[src/rtl/zn_wlx_fsk_demod_ctrl.sv]
// FSK bit-level receive controller: mark/space voting per bit window,
// sync-word hunt, byte framing and carrier-loss timeout.
module zn_wlx_fsk_demod_ctrl #(
   parameter logic [15:0] PERIOD_SPLIT    = 16'd40,
   parameter logic [15:0] SAMPLES_PER_BIT = 16'd200,
   parameter logic [7:0]  SYNC_WORD       = 8'h7E,
   parameter logic [15:0] TIMEOUT         = 16'd2000
) (
   input  logic        sample_clk,
   input  logic        rst,
   input  logic        enable,
   input  logic [15:0] period_in,
   input  logic        period_valid,
   output logic [7:0]  byte_out,
   output logic        byte_valid,
   output logic        locked,
   output logic        carrier_lost
);

   typedef enum logic [1:0] {
      S_IDLE,
      S_HUNT,
      S_DATA
   } state_e;

   state_e      state_q, state_d;
   logic [15:0] bit_cnt_q, bit_cnt_d;
   logic [15:0] idle_q, idle_d;
   logic [7:0]  ones_q, ones_d;
   logic [7:0]  zeros_q, zeros_d;
   logic        prev_q, prev_d;
   logic [6:0]  sr_q, sr_d;
   logic [2:0]  bits_q, bits_d;
   logic [7:0]  byte_q, byte_d;
   logic        bv_q, bv_d;
   logic        lock_q, lock_d;
   logic        cl_q, cl_d;

   logic        cls;
   logic        win_end;
   logic        tmo;
   logic        realign;
   logic [7:0]  ones_v;
   logic [7:0]  zeros_v;
   logic        bit_v;
   logic [7:0]  word_v;

   assign cls     = period_in < PERIOD_SPLIT;
   assign win_end = bit_cnt_q == (SAMPLES_PER_BIT - 16'd1);
   assign tmo     = (idle_q == (TIMEOUT - 16'd1)) && !period_valid;
   assign realign = (state_q == S_HUNT) && period_valid
                    && (cls != prev_q);

   // Votes including this cycle's strobe, saturating at 255.
   always_comb begin
      ones_v  = ones_q;
      zeros_v = zeros_q;
      if (period_valid && cls && ones_q != 8'hFF)
         ones_v = ones_q + 8'd1;
      if (period_valid && !cls && zeros_q != 8'hFF)
         zeros_v = zeros_q + 8'd1;
   end

   assign bit_v  = ones_v > zeros_v;
   assign word_v = {sr_q, bit_v};

   always_comb begin
      state_d   = state_q;
      bit_cnt_d = bit_cnt_q;
      idle_d    = idle_q;
      ones_d    = ones_q;
      zeros_d   = zeros_q;
      prev_d    = prev_q;
      sr_d      = sr_q;
      bits_d    = bits_q;
      byte_d    = byte_q;
      bv_d      = 1'b0;
      lock_d    = lock_q;
      cl_d      = 1'b0;
      if (!enable) begin
         state_d   = S_IDLE;
         bit_cnt_d = '0;
         idle_d    = '0;
         ones_d    = '0;
         zeros_d   = '0;
         prev_d    = 1'b0;
         sr_d      = '0;
         bits_d    = '0;
         byte_d    = '0;
         lock_d    = 1'b0;
      end else begin
         unique case (state_q)
            S_IDLE: state_d = S_HUNT;
            S_HUNT, S_DATA: begin
               idle_d = period_valid ? 16'd0 : idle_q + 16'd1;
               if (period_valid)
                  prev_d = cls;
               if (tmo) begin
                  cl_d      = 1'b1;
                  lock_d    = 1'b0;
                  state_d   = S_HUNT;
                  idle_d    = '0;
                  bit_cnt_d = '0;
                  ones_d    = '0;
                  zeros_d   = '0;
                  sr_d      = '0;
                  bits_d    = '0;
               end else if (realign) begin
                  // Triggering strobe occupies slot 0 of the new window.
                  bit_cnt_d = 16'd1;
                  ones_d    = {7'd0, cls};
                  zeros_d   = {7'd0, !cls};
               end else if (win_end) begin
                  bit_cnt_d = '0;
                  ones_d    = '0;
                  zeros_d   = '0;
                  sr_d      = word_v[6:0];
                  if (state_q == S_HUNT) begin
                     if (word_v == SYNC_WORD) begin
                        lock_d  = 1'b1;
                        state_d = S_DATA;
                        bits_d  = '0;
                     end
                  end else if (bits_q == 3'd7) begin
                     byte_d = word_v;
                     bv_d   = 1'b1;
                     bits_d = '0;
                  end else begin
                     bits_d = bits_q + 3'd1;
                  end
               end else begin
                  bit_cnt_d = bit_cnt_q + 16'd1;
                  ones_d    = ones_v;
                  zeros_d   = zeros_v;
               end
            end
            default: state_d = S_IDLE;
         endcase
      end
   end

   always_ff @(posedge sample_clk) begin
      if (rst) begin
         state_q   <= S_IDLE;
         bit_cnt_q <= '0;
         idle_q    <= '0;
         ones_q    <= '0;
         zeros_q   <= '0;
         prev_q    <= 1'b0;
         sr_q      <= '0;
         bits_q    <= '0;
         byte_q    <= '0;
         bv_q      <= 1'b0;
         lock_q    <= 1'b0;
         cl_q      <= 1'b0;
      end else begin
         state_q   <= state_d;
         bit_cnt_q <= bit_cnt_d;
         idle_q    <= idle_d;
         ones_q    <= ones_d;
         zeros_q   <= zeros_d;
         prev_q    <= prev_d;
         sr_q      <= sr_d;
         bits_q    <= bits_d;
         byte_q    <= byte_d;
         bv_q      <= bv_d;
         lock_q    <= lock_d;
         cl_q      <= cl_d;
      end
   end

   assign byte_out     = byte_q;
   assign byte_valid   = bv_q;
   assign locked       = lock_q;
   assign carrier_lost = cl_q;

endmodule

[config.mk]
export PLATFORM = sky130hd
export DESIGN_NAME = zn_wlx_fsk_demod_ctrl
export DESIGN_NICKNAME = d
export VERILOG_FILES = /design/src/rtl/zn_wlx_fsk_demod_ctrl.sv
export SDC_FILE = /design/constraint.sdc
export NUM_CORES = 1
export LEC_CHECK = 0
export ABC_AREA = 1
export BUFFER_PORTS_ARGS = -buffer_cell sky130_fd_sc_hd__buf_2
export CORE_MARGIN = 4
export CORE_UTILIZATION = 60
export CTS_CLUSTER_DIAMETER = 30
export DETAILED_ROUTE_END_ITERATION = 6
export GPL_TIMING_DRIVEN = 0
export PLACE_DENSITY = 0.79
export SLEW_MARGIN = 10
export SYNTH_ARGS = -nofsm -noshare
export SYNTH_HDL_FRONTEND = slang
export SYNTH_SLANG_ARGS = --single-unit
[constraint.sdc]
create_clock -name sample_clk -period 3.05 [get_ports sample_clk]
set_clock_uncertainty 0.15 [all_clocks]
set_input_delay 0.1525 -clock sample_clk [delete_from_list [all_inputs] [get_ports sample_clk]]
set_output_delay 0.1525 -clock sample_clk [all_outputs]
set_load 0.02 [all_outputs]
==> results of run 1 <==
Yosys cell counts, types with 2 or more instances:
library cell / n / share of area, %
nor2_2: 7 / 0.95
a21oi_1: 46 / 5.0
xor2_1: 12 / 2.3
nand4_1: 20 / 2.7
nor2_1: 82 / 6.7
nor3_2: 2 / 0.44
nand2_2: 7 / 0.95
nor3_1: 11 / 1.2
nand3_2: 13 / 2.8
ha_1: 18 / 4.9
o21ai_0: 25 / 2.7
o21a_1: 2 / 0.33
clkbuf_1: 11 / 0.90
xnor2_1: 4 / 0.76
buf_6: 3 / 0.74
dfxtp_1: 72 / 31
clkinv_2: 2 / 0.22
o22ai_1: 2 / 0.27
inv_2: 6 / 0.49
or2_2: 2 / 0.27
a22oi_2: 4 / 1.1
nand2_1: 156 / 13
nand2_4: 7 / 1.7
a21oi_2: 9 / 1.7
o21ai_2: 3 / 0.57
and2_1: 2 / 0.27
nor2_4: 6 / 1.5
nand3_1: 34 / 3.7
nor2_8: 3 / 1.3
inv_1: 66 / 5.4
o21ai_1: 5 / 0.54
registers in the layout (all words and copies together) (netlist names), 2 cells and up:
name / flops
ones_q: 8
bits_q: 3
idle_q: 16
state_q: 2
bit_cnt_q: 16
byte_out: 8
zeros_q: 8
sr_q: 7
worst min-delay path, cell delays in order:
cell	delay [ns]
buf_2	0.07
nor2_1	0.18
nand2_1	0.13
a21oi_1	0.03
how the worst min path moves through the flow:
stage	startpoint	end	depth (start not counted)
5_1_grt	rst	bit_cnt_q[11]$_SDFFE_PP0N_	4
6_report	rst	bit_cnt_q[11]$_SDFFE_PP0N_	4
2_1_floorplan	rst	bit_cnt_q[11]$_SDFFE_PP0N_	3
3_5_place_dp	period_valid	prev_q$_SDFFE_PP0P_	2
3_3_place_gp	period_valid	prev_q$_SDFFE_PP0P_	2
4_1_cts	rst	bit_cnt_q[11]$_SDFFE_PP0N_	4
area by class of cell:
type	instances	area [um2]
Clock buffer	11	141
Clock inverter	5	56.3
Fill cell	618	2170
Timing Repair Buffer	30	163
Tap cell	99	124
Multi-Input combinational cell	496	2820
Inverter	77	307
Sequential cell	72	1460
Buffer	15	95.1
through the flow:
stage | setup TNS (ns) | instance area (um2) | hold slack [ns] | utilization, % | total power [mW]
3_5_place_dp | -0.0717 | 4850 | 0.308 | 66.1 | 1.11
4_1_cts | -0.000572 | 5060 | 0.109 | 69.0 | 1.87
3_3_place_gp | 0 | 4850 | 0.305 | 66.1 | 1.10
5_1_grt | -0.250 | 5160 | 0.146 | 70.4 | 1.93
6_report | 0 | 5160 | 0.118 | 70.4 | 1.86
2_1_floorplan | 0 | 4590 | 0.247 | - | 1.06
repair_timing:
action / CTS / global route
hold buffers: 1 / 0
pin swaps: 0 / 6
setup endpoints to repair: 3 / 6
hold endpoints to repair: 1 / 0
gates resized for setup: 3 / 24
setup buffers: 0 / 3
cloned: 0 / 2
placed cells by master (no fill, tap or decap), types with 7 or more instances in the layout:
master and instances:
nand2_4 7, o21ai_0 23, buf_2 26, o21ai_1 7
nand3_1 34, xor2_1 12, inv_1 66, nand4_1 20
a21oi_1 45, nand2_2 12, nand2_1 152, a21oi_2 10
clkbuf_1 12, nor2_4 7, clkbuf_8 10, nor2_1 79
nand3_2 13, nor3_1 9, dfxtp_1 65, ha_1 17
nor2_2 9
where the power goes:
part	internal [mW]	switching (mW)	leakage [nW]
clock	0.399	0.365	0.0993
combinational	0.0465	0.102	1.40
sequential	0.940	0.00382	0.584
logic make-up after synthesis:
logic type | Yosys count
xor+xnor | 16
flops | 72
buf+inv | 92
fa+ha+maj | 18
simple gates | 360
compound gates | 100
metal layers:
| metal | vias up | track usage (%) | wire length (um) |
|---|---|---|---|
| li1 | 2232 | - | - |
| met1 | 2053 | 31.1 | 4690 |
| met3 | 20 | 3.55 | 645 |
| met4 | 0 | 10.9 | 189 |
| met2 | 125 | 43.6 | 5420 |
| met5 | - | 0 | 0 |
==> impl_metrics.toml, run 1 <==
[status]
status = "completed"

[synthesis]
syn_avg_cell_area_um2 = 6.98
ys_warn_count = 0
netlist_area_um2 = 4590
synth_ff_type = "dfxtp_1"
synth_compound_area_share_pct = 12.9
syn_inst = 658
ys_ff_latch = 72
synth_fa_ha_area_share_pct = 4.90
syn-num-nets = 696
synth_top_family_by_area = "simple AND/OR/NAND/NOR gates"
synth_simple_gate_area_share_pct = 39.0
synth-edff-count = 0
synthXorXnorAreaFrac_pct = 3.05
ys_seq_area_share_pct = 31.4
muxShareOfSynthArea_pct = 0
yosysUniqueCellTypes = 47
postSynth.asyncResetShare_pct = 0

[grt]
overflow = 0
grt_start_max_net_pins = 13
grt_pass1_wl_mm = 18.1
antenna_found_initial = 0
grt_pass1_vias = 4013
track_usage_pct = 25.2

[timing]
finalSetupViolCount = 0
tightest_slew_ns = 0.903
slew_viol_final = 0
post-route-period-util_pct = 95.6
fmax_ghz = 0.343
fin_ws_ns = 0.136
max_slew_margin_pct = 39.6
period_minus_slack_ns = 2.91
hold_viol = 0

[setup_path]
rr_worst_depth = 19
cp_num_cells = 19
startpoint = "zeros_q[0]$_SDFFE_PP0N_"
crit_chain = "ha_1 -> nand2_1 -> inv_1 -> nand4_1 -> buf_4 -> nand3_4 -> nor2_1 -> xor2_1 -> ha_1 -> nand2_1 -> nor2_1 -> nor2_1 -> nand2_2 -> nand2_2 -> nand2_1 -> nand2_2 -> nand2_1 -> a21oi_2 -> nor2_1"
cpLargestDelayFamily = "simple AND/OR/NAND/NOR gates"
r2r_slack_ns = 0.14
path_buf_inv = 2
crit_type = "reg -> reg"
crit_slowest_cell = "dfxtp_2"
crit_required_ns = 3.15
start_kind = "flip-flop"
r2r_start = "zeros_q[0]$_SDFFE_PP0N_"
critical_path.endpoint = "state_q[0]$_SDFFE_PP0P_"
critPathCaptureType = "flip-flop"
path_max_fanout = 5
r2r-end = "state_q[0]$_SDFFE_PP0P_"
arrival_ns = 3.02
cp_slowest_stage_delay_ns = 0.35

[floorplanning]
die_area_um2 = 9120
coreArea_um2 = 7330
die_h_um = 95.5
start_util_pct = 62.7
rows = 31
io_pins = 31
die_w_um = 95.5

[drt]
dr.first_iter.drc_count = 243
routedWlPerCell_um = 13.6
first_pass_iters = 5
detail-route-antenna-nets = 0
via_per_inst = 5.50
routed_wirelength_mm = 10.9
drc = 0
via_count = 4430

[layout]
final_cells = 805
drive_above_1_share_pct = 20.8
area_delta_synth_final_pct = 12.4
antenna_cells = 0
finalNetCount = 739

[placement]
port_buffers = 26
dp_slack_ns = -0.0306
place_inst = 783
gp_congestion = 0.894
hpwlAfterDp_mm = 7.99

[clock_network]
root_buffer = "clkbuf_8"
max-clock-path-buffers = 2
path_clk_slew_ns = 0.08
htreeDepth = 3
clock_sinks = 72
cts_made_buffers = 9
cts_tree = "built"
worstSkewPairLatency_ns = 0.35

[pwr]
peakVddDrop_mv = 0.241
leakage_nw = 2.09
powerDensity_nw_per_um2 = 360

[job]
maxCapViolations = 0

[min_path]
hold_class = "in -> reg"
No activity file was read; power rests on OpenSTA's default activity.
==> run 2, diff against run 1 <==
CELL_PAD_IN_SITES_DETAIL_PLACEMENT = 1   (was not set)
CELL_PAD_IN_SITES_GLOBAL_PLACEMENT = 2   (was not set)
CORE_UTILIZATION = 35   (was 60)
PLACE_DENSITY = not set   (was 0.79)
PLACE_DENSITY_LB_ADDON = 0.1   (was not set)
==> run 2 against run 1 <==
Hold slack improved by 0.038 ns. Flip-flop and latch count did not move. Critical path depth did not move. Cell area rose by 5.5%. Clock-buffer cell count fell by 2. Critical path type unchanged. Highest routed layer unchanged.
==> impl_metrics.toml, run 2 (synthesized netlist as in run 1, its figures left out) <==
[drt]
routed_wirelength_mm = 13.4
via_count = 4359
dr.first_iter.drc_count = 180
first_pass_iters = 4
detail-route-antenna-nets = 0
routedWlPerCell_um = 15.2
via_per_inst = 4.96
drc = 0

[pwr]
total_power_mw = 2.26
peakVddDrop_mv = 0.244
powerDensity_nw_per_um2 = 415
leakage_nw = 2.16

[timing]
slew_viol_final = 0
fmax_ghz = 0.337
post-route-period-util_pct = 97.2
tightest_slew_ns = 0.960
max_slew_margin_pct = 35.7
finalSetupViolCount = 0
period_minus_slack_ns = 2.96
tns_ns = 0
hold_viol = 0

[grt]
antenna_found_initial = 0
overflow = 0
track_usage_pct = 18.4
grt_start_max_net_pins = 14
grt_pass1_vias = 4443
grt_pass1_wl_mm = 21.8

[floorplanning]
die_area_um2 = 15000
rows = 41
die_w_um = 123
coreArea_um2 = 12700
die_h_um = 123
start_util_pct = 36.1
io_pins = 31

[clock_network]
worstSkewPairLatency_ns = 0.34
path_clk_slew_ns = 0.06
cts_tree = "built"
htreeDepth = 3
root_buffer = "clkbuf_16"
cts_made_buffers = 9
max-clock-path-buffers = 2
clock_sinks = 72

[min_path]
hold_class = "in -> reg"
hold_path_depth = 4

[layout]
antenna_cells = 0
n_fill_cell = 1662
top_regs = "bit_cnt_q x16, idle_q x16"
finalNetCount = 740
area_delta_synth_final_pct = 18.6
drive_above_1_share_pct = 22.1
final_common_cell = "nand2_1"
layout_common_cells = "nand2_1, nor2_1, inv_1, dfxtp_1, a21oi_1"

[setup_path]
rr_worst_depth = 19
crit_required_ns = 3.18
path_max_fanout = 5
arrival_ns = 3.09
start_kind = "flip-flop"
crit_type = "reg -> reg"
critPathCaptureType = "flip-flop"

[status]
status = "completed"

[job]
maxCapViolations = 0

[placement]
gp_congestion = 0.797
hpwlAfterDp_mm = 9.98
port_buffers = 26
## run 2: cell types whose count changed in the layout (fill, tap and decap cells not counted), moves of 2 or more
cell	before	now
xor2_2	0	2
xor2_1	12	10
clkbuf_16	0	9
clkbuf_8	10	0
o21ai_1	7	9
nand2_1	152	150
clkinv_4	1	3
o21ai_0	23	21
## run 2: worst paths after layout
kind / start / to / slack, ns
worst max-delay path: zeros_q[0]$_SDFFE_PP0N_ / state_q[0]$_SDFFE_PP0P_ / 0.09
worst min-delay path: rst / bit_cnt_q[11]$_SDFFE_PP0N_ / 0.16
worst max register to register: zeros_q[0]$_SDFFE_PP0N_ / state_q[0]$_SDFFE_PP0P_ / 0.09
worst min register to register: locked$_SDFFE_PP0P_ / locked$_SDFFE_PP0P_ / 0.31
## run 2: through the flow
stage                     hold WS, ns  setup slack (ns)  cell area (um2)  util (%)  cells
after floorplan                 0.247             0.442             4590         -    658
after global placement          0.303           -0.0976             4940      38.8    856
after detailed placement        0.308            -0.170             4940      38.8    856
after CTS                       0.139           0.00920             5300      41.7    874
after global routing            0.175           -0.0687             5450      42.8    879
final                           0.156            0.0854             5450      42.8    879
## run 2: area by class of cell
type | instances | area (um2) | area share (%)
Multi-Input combinational cell | 495 | 2860 | 52.5
Sequential cell | 72 | 1460 | 26.8
Inverter | 77 | 307 | 5.63
Clock buffer | 9 | 225 | 4.13
Tap cell | 172 | 215 | 3.95
Timing Repair Buffer | 32 | 190 | 3.49
Clock inverter | 7 | 96.3 | 1.77
Buffer | 15 | 95.1 | 1.75
## run 2: routing by layer
layer  up-vias  track usage (%)  share of wire [%]
li1       2228                -                  -
met1      2070             23.0                 47
met2        47             32.1                 49
met3        14             3.82                2.7
met4         0             5.32                1.5
met5         -                0                  0
## run 2: timing repair
item | CTS | global route
gates cloned | 0 | 1
buffers inserted | 1 | 4
hold buffers | 1 | 0
endpoints found under the setup margin | 6 | 6
pin swaps | 1 | 15
resized for setup | 8 | 32
hold endpoints to repair | 1 | 0
## run 2: power breakdown
part | total [mW] | internal (mW) | leakage [nW] | switching, mW
clock network | 1.16 | 0.718 | 0.159 | 0.443
registers | 0.945 | 0.941 | 0.585 | 0.00407
logic | 0.158 | 0.0478 | 1.42 | 0.110
## run 2: critical path, cell delays in order, from the launching register on
cell and delay (ns):
dfxtp_4 0.39, ha_4 0.15, nand2_1 0.06, inv_2 0.08, nand4_1 0.25, nand3_4 0.21, nor2_2 0.06, xor2_1 0.20
ha_1 0.27, nand2_1 0.13, nor2_1 0.06, nor2_1 0.15, nand2_2 0.11, nand2_2 0.10, nand2_2 0.07, nand2_4 0.09
nand2_2 0.08, nand3_1 0.07, nand2_1 0.07, nor2_1 0.13
==> run 3, diff against run 2 <==
==> constraint.sdc (replaced) <==
create_clock -name sample_clk -period 3.05 [get_ports sample_clk]
set_clock_uncertainty 0.15 [all_clocks]
set_input_delay 0.7625 -clock sample_clk [delete_from_list [all_inputs] [get_ports sample_clk]]
set_output_delay 0.7625 -clock sample_clk [all_outputs]
set_load 0.01 [all_outputs]
==> run 3 against run 2 <==
Clock power about the same. Critical endpoint is now bits_q[1]$_SDFFE_PP0P_. Flip-flop and latch count unchanged. Hold slack improved by 0.16 ns. Largest power group unchanged. Combinational power increased by 8%. Wire length rose by 3.4%. Final cell count increased by 1.3%. Cell area is 4.7% higher. Sequential share of layout area decreased by 1.4 points. First-iteration DRC count decreased by 4.4%. Via count grew 2.4%. Clock-buffer cell count stayed put. Die area is the same.
==> impl_metrics.toml, run 3 (synthesized netlist as in run 1, its figures left out) <==
[status]
status = "completed"

[drt]
via_per_inst = 5.02
drc = 0
routedWlPerCell_um = 15.6
dr.first_iter.drc_count = 172
first_pass_iters = 4
routed_wirelength_mm = 13.8
detail-route-antenna-nets = 0
via_count = 4464

[grt]
track_usage_pct = 18.9
grt_pass1_wl_mm = 22.4
grt_pass1_vias = 4558
antenna_found_initial = 0
grt_start_max_net_pins = 14
overflow = 0

[layout]
drive_above_1_share_pct = 28.0
layout_common_cells = "nand2_1, nor2_1, dfxtp_1, inv_1, a21oi_1"
final_common_cell = "nand2_1"
area_delta_synth_final_pct = 24.2
fin_area_um2 = 5700
final_core_util_pct = 44.8
top_regs = "bit_cnt_q x16, idle_q x16"
finalNetCount = 751
antenna_cells = 0
n_fill_cell = 1641

[pwr]
power.switching_uw = 571
pwr-share-comb_pct = 7.4
powerDensity_nw_per_um2 = 401
clkPwrFrac_pct = 51.1
total_power_mw = 2.29
p_seq_share_pct = 41.4
peakVddDrop_mv = 0.245
switching_share_pct = 25.0
p_int_mw = 1.71
leakage_nw = 2.22

[floorplanning]
rows = 41
start_util_pct = 36.1
die_w_um = 123
die_h_um = 123
coreArea_um2 = 12700
die_area_um2 = 15000
io_pins = 31

[clock_network]
htreeDepth = 3
worstSkewPairLatency_ns = 0.35
ctsHoldBuffers = 0
cts_tree = "built"
path_clk_slew_ns = 0.06
max-clock-path-buffers = 2
clock_sinks = 72
cts_made_buffers = 9
root_buffer = "clkbuf_16"

[timing]
hold_viol = 0
period_minus_slack_ns = 3.00
fmax_ghz = 0.334
fin_ws_ns = 0.0535
slew_viol_final = 0
tightest_slew_ns = 0.983
rsz0062_at_grt = "true"
max_slew_margin_pct = 34.2
whs_ns = 0.313
post-route-period-util_pct = 98.2
finalSetupViolCount = 0

[setup_path]
arrival_ns = 3.13
path_buf_inv = 2
path_max_fanout = 6
crit_slowest_cell = "or2_4"
startpoint = "period_in[15]"
crit_type = "in -> reg"
rr_worst_depth = 17
cp_slowest_stage_delay_ns = 0.26
cp_num_cells = 20
crit_required_ns = 3.19
critPathCaptureType = "flip-flop"
cpLargestDelayFamily = "simple AND/OR/NAND/NOR gates"
crit_chain = "buf_6 -> or2_4 -> nor2_8 -> nand2_8 -> nor2_4 -> nand2_4 -> clkinv_4 -> nand3_1 -> o21ai_2 -> ha_4 -> a21o_1 -> nor2_2 -> nand2_2 -> nand2_2 -> nand2_2 -> nand2_4 -> nor2_4 -> nor2_4 -> nor2_1 -> nor2_1"
start_kind = "input port"
r2r_start = "zeros_q[0]$_SDFFE_PP0N_"

[placement]
gp_congestion = 0.797
dp_slack_ns = -0.641
port_buffers = 26
placed_cell_area_um2 = 4940
hpwlAfterDp_mm = 9.98

[job]
maxCapViolations = 0

[min_path]
hold_class = "reg -> reg"
worstHoldStart = "locked$_SDFFE_PP0P_"
hold_path_depth = 2
-- run 3: stage by stage --
stage | setup TNS (ns) | instances
floorplan | 0 | 658
global placement | -3.23 | 856
detailed placement | -4.15 | 856
CTS | 0 | 887
global route | -0.759 | 890
finish | 0 | 890
-- run 3: per-layer routing --
| layer | GRT usage (%) | wire length, um | vias to the layer above |
|---|---|---|---|
| met3 | 3.82 | 383 | 15 |
| met1 | 23.3 | 6370 | 2147 |
| met5 | 0 | 0 | - |
| met2 | 33.4 | 6900 | 50 |
| li1 | - | - | 2252 |
| met4 | 5.39 | 194 | 0 |
-- run 3: path summary, 6_finish.rpt --
kind,endpoint,slack (ns)
worst max-delay path,bits_q[1]$_SDFFE_PP0P_,0.05
worst max register to register,bits_q[1]$_SDFFE_PP0P_,0.08
worst min register to register,locked$_SDFFE_PP0P_,0.31
worst min-delay path,locked$_SDFFE_PP0P_,0.31
-- run 3: layout make-up --
cell class | instances | area [um2] | area share, %
multi-input combinational | 496 | 3040 | 53.3
sequential | 72 | 1450 | 25.4
inverter | 77 | 310 | 5.44
timing repair buffer | 42 | 277 | 4.85
clock buffer | 9 | 225 | 3.95
tap | 172 | 215 | 3.77
clock inverter | 7 | 96.3 | 1.69
buffer | 15 | 95.1 | 1.67
-- run 3: tightest hold or removal path, stage by stage (launching register included) --
cell	delay, ns
dfxtp_1	0.32
nand2_2	0.06
a21oi_2	0.04
-- run 3: power groups by stage --
stage / Clock (mW) / Sequential (mW) / Combinational (mW)
3_5_place_dp: 0 / 0.968 / 0.151
6_report: 1.17 / 0.947 / 0.170
4_1_cts: 1.20 / 0.946 / 0.162
2_1_floorplan: 0 / 0.967 / 0.0975
5_1_grt: 1.24 / 0.947 / 0.188
3_3_place_gp: 0 / 0.967 / 0.147
-- run 3: what timing repair did --
item                                    CTS  global route
gates resized for setup                  21            59
buffers inserted                         14             2
endpoints found under the setup margin    6             8
pin swaps                                17            33
cloned                                    1             1
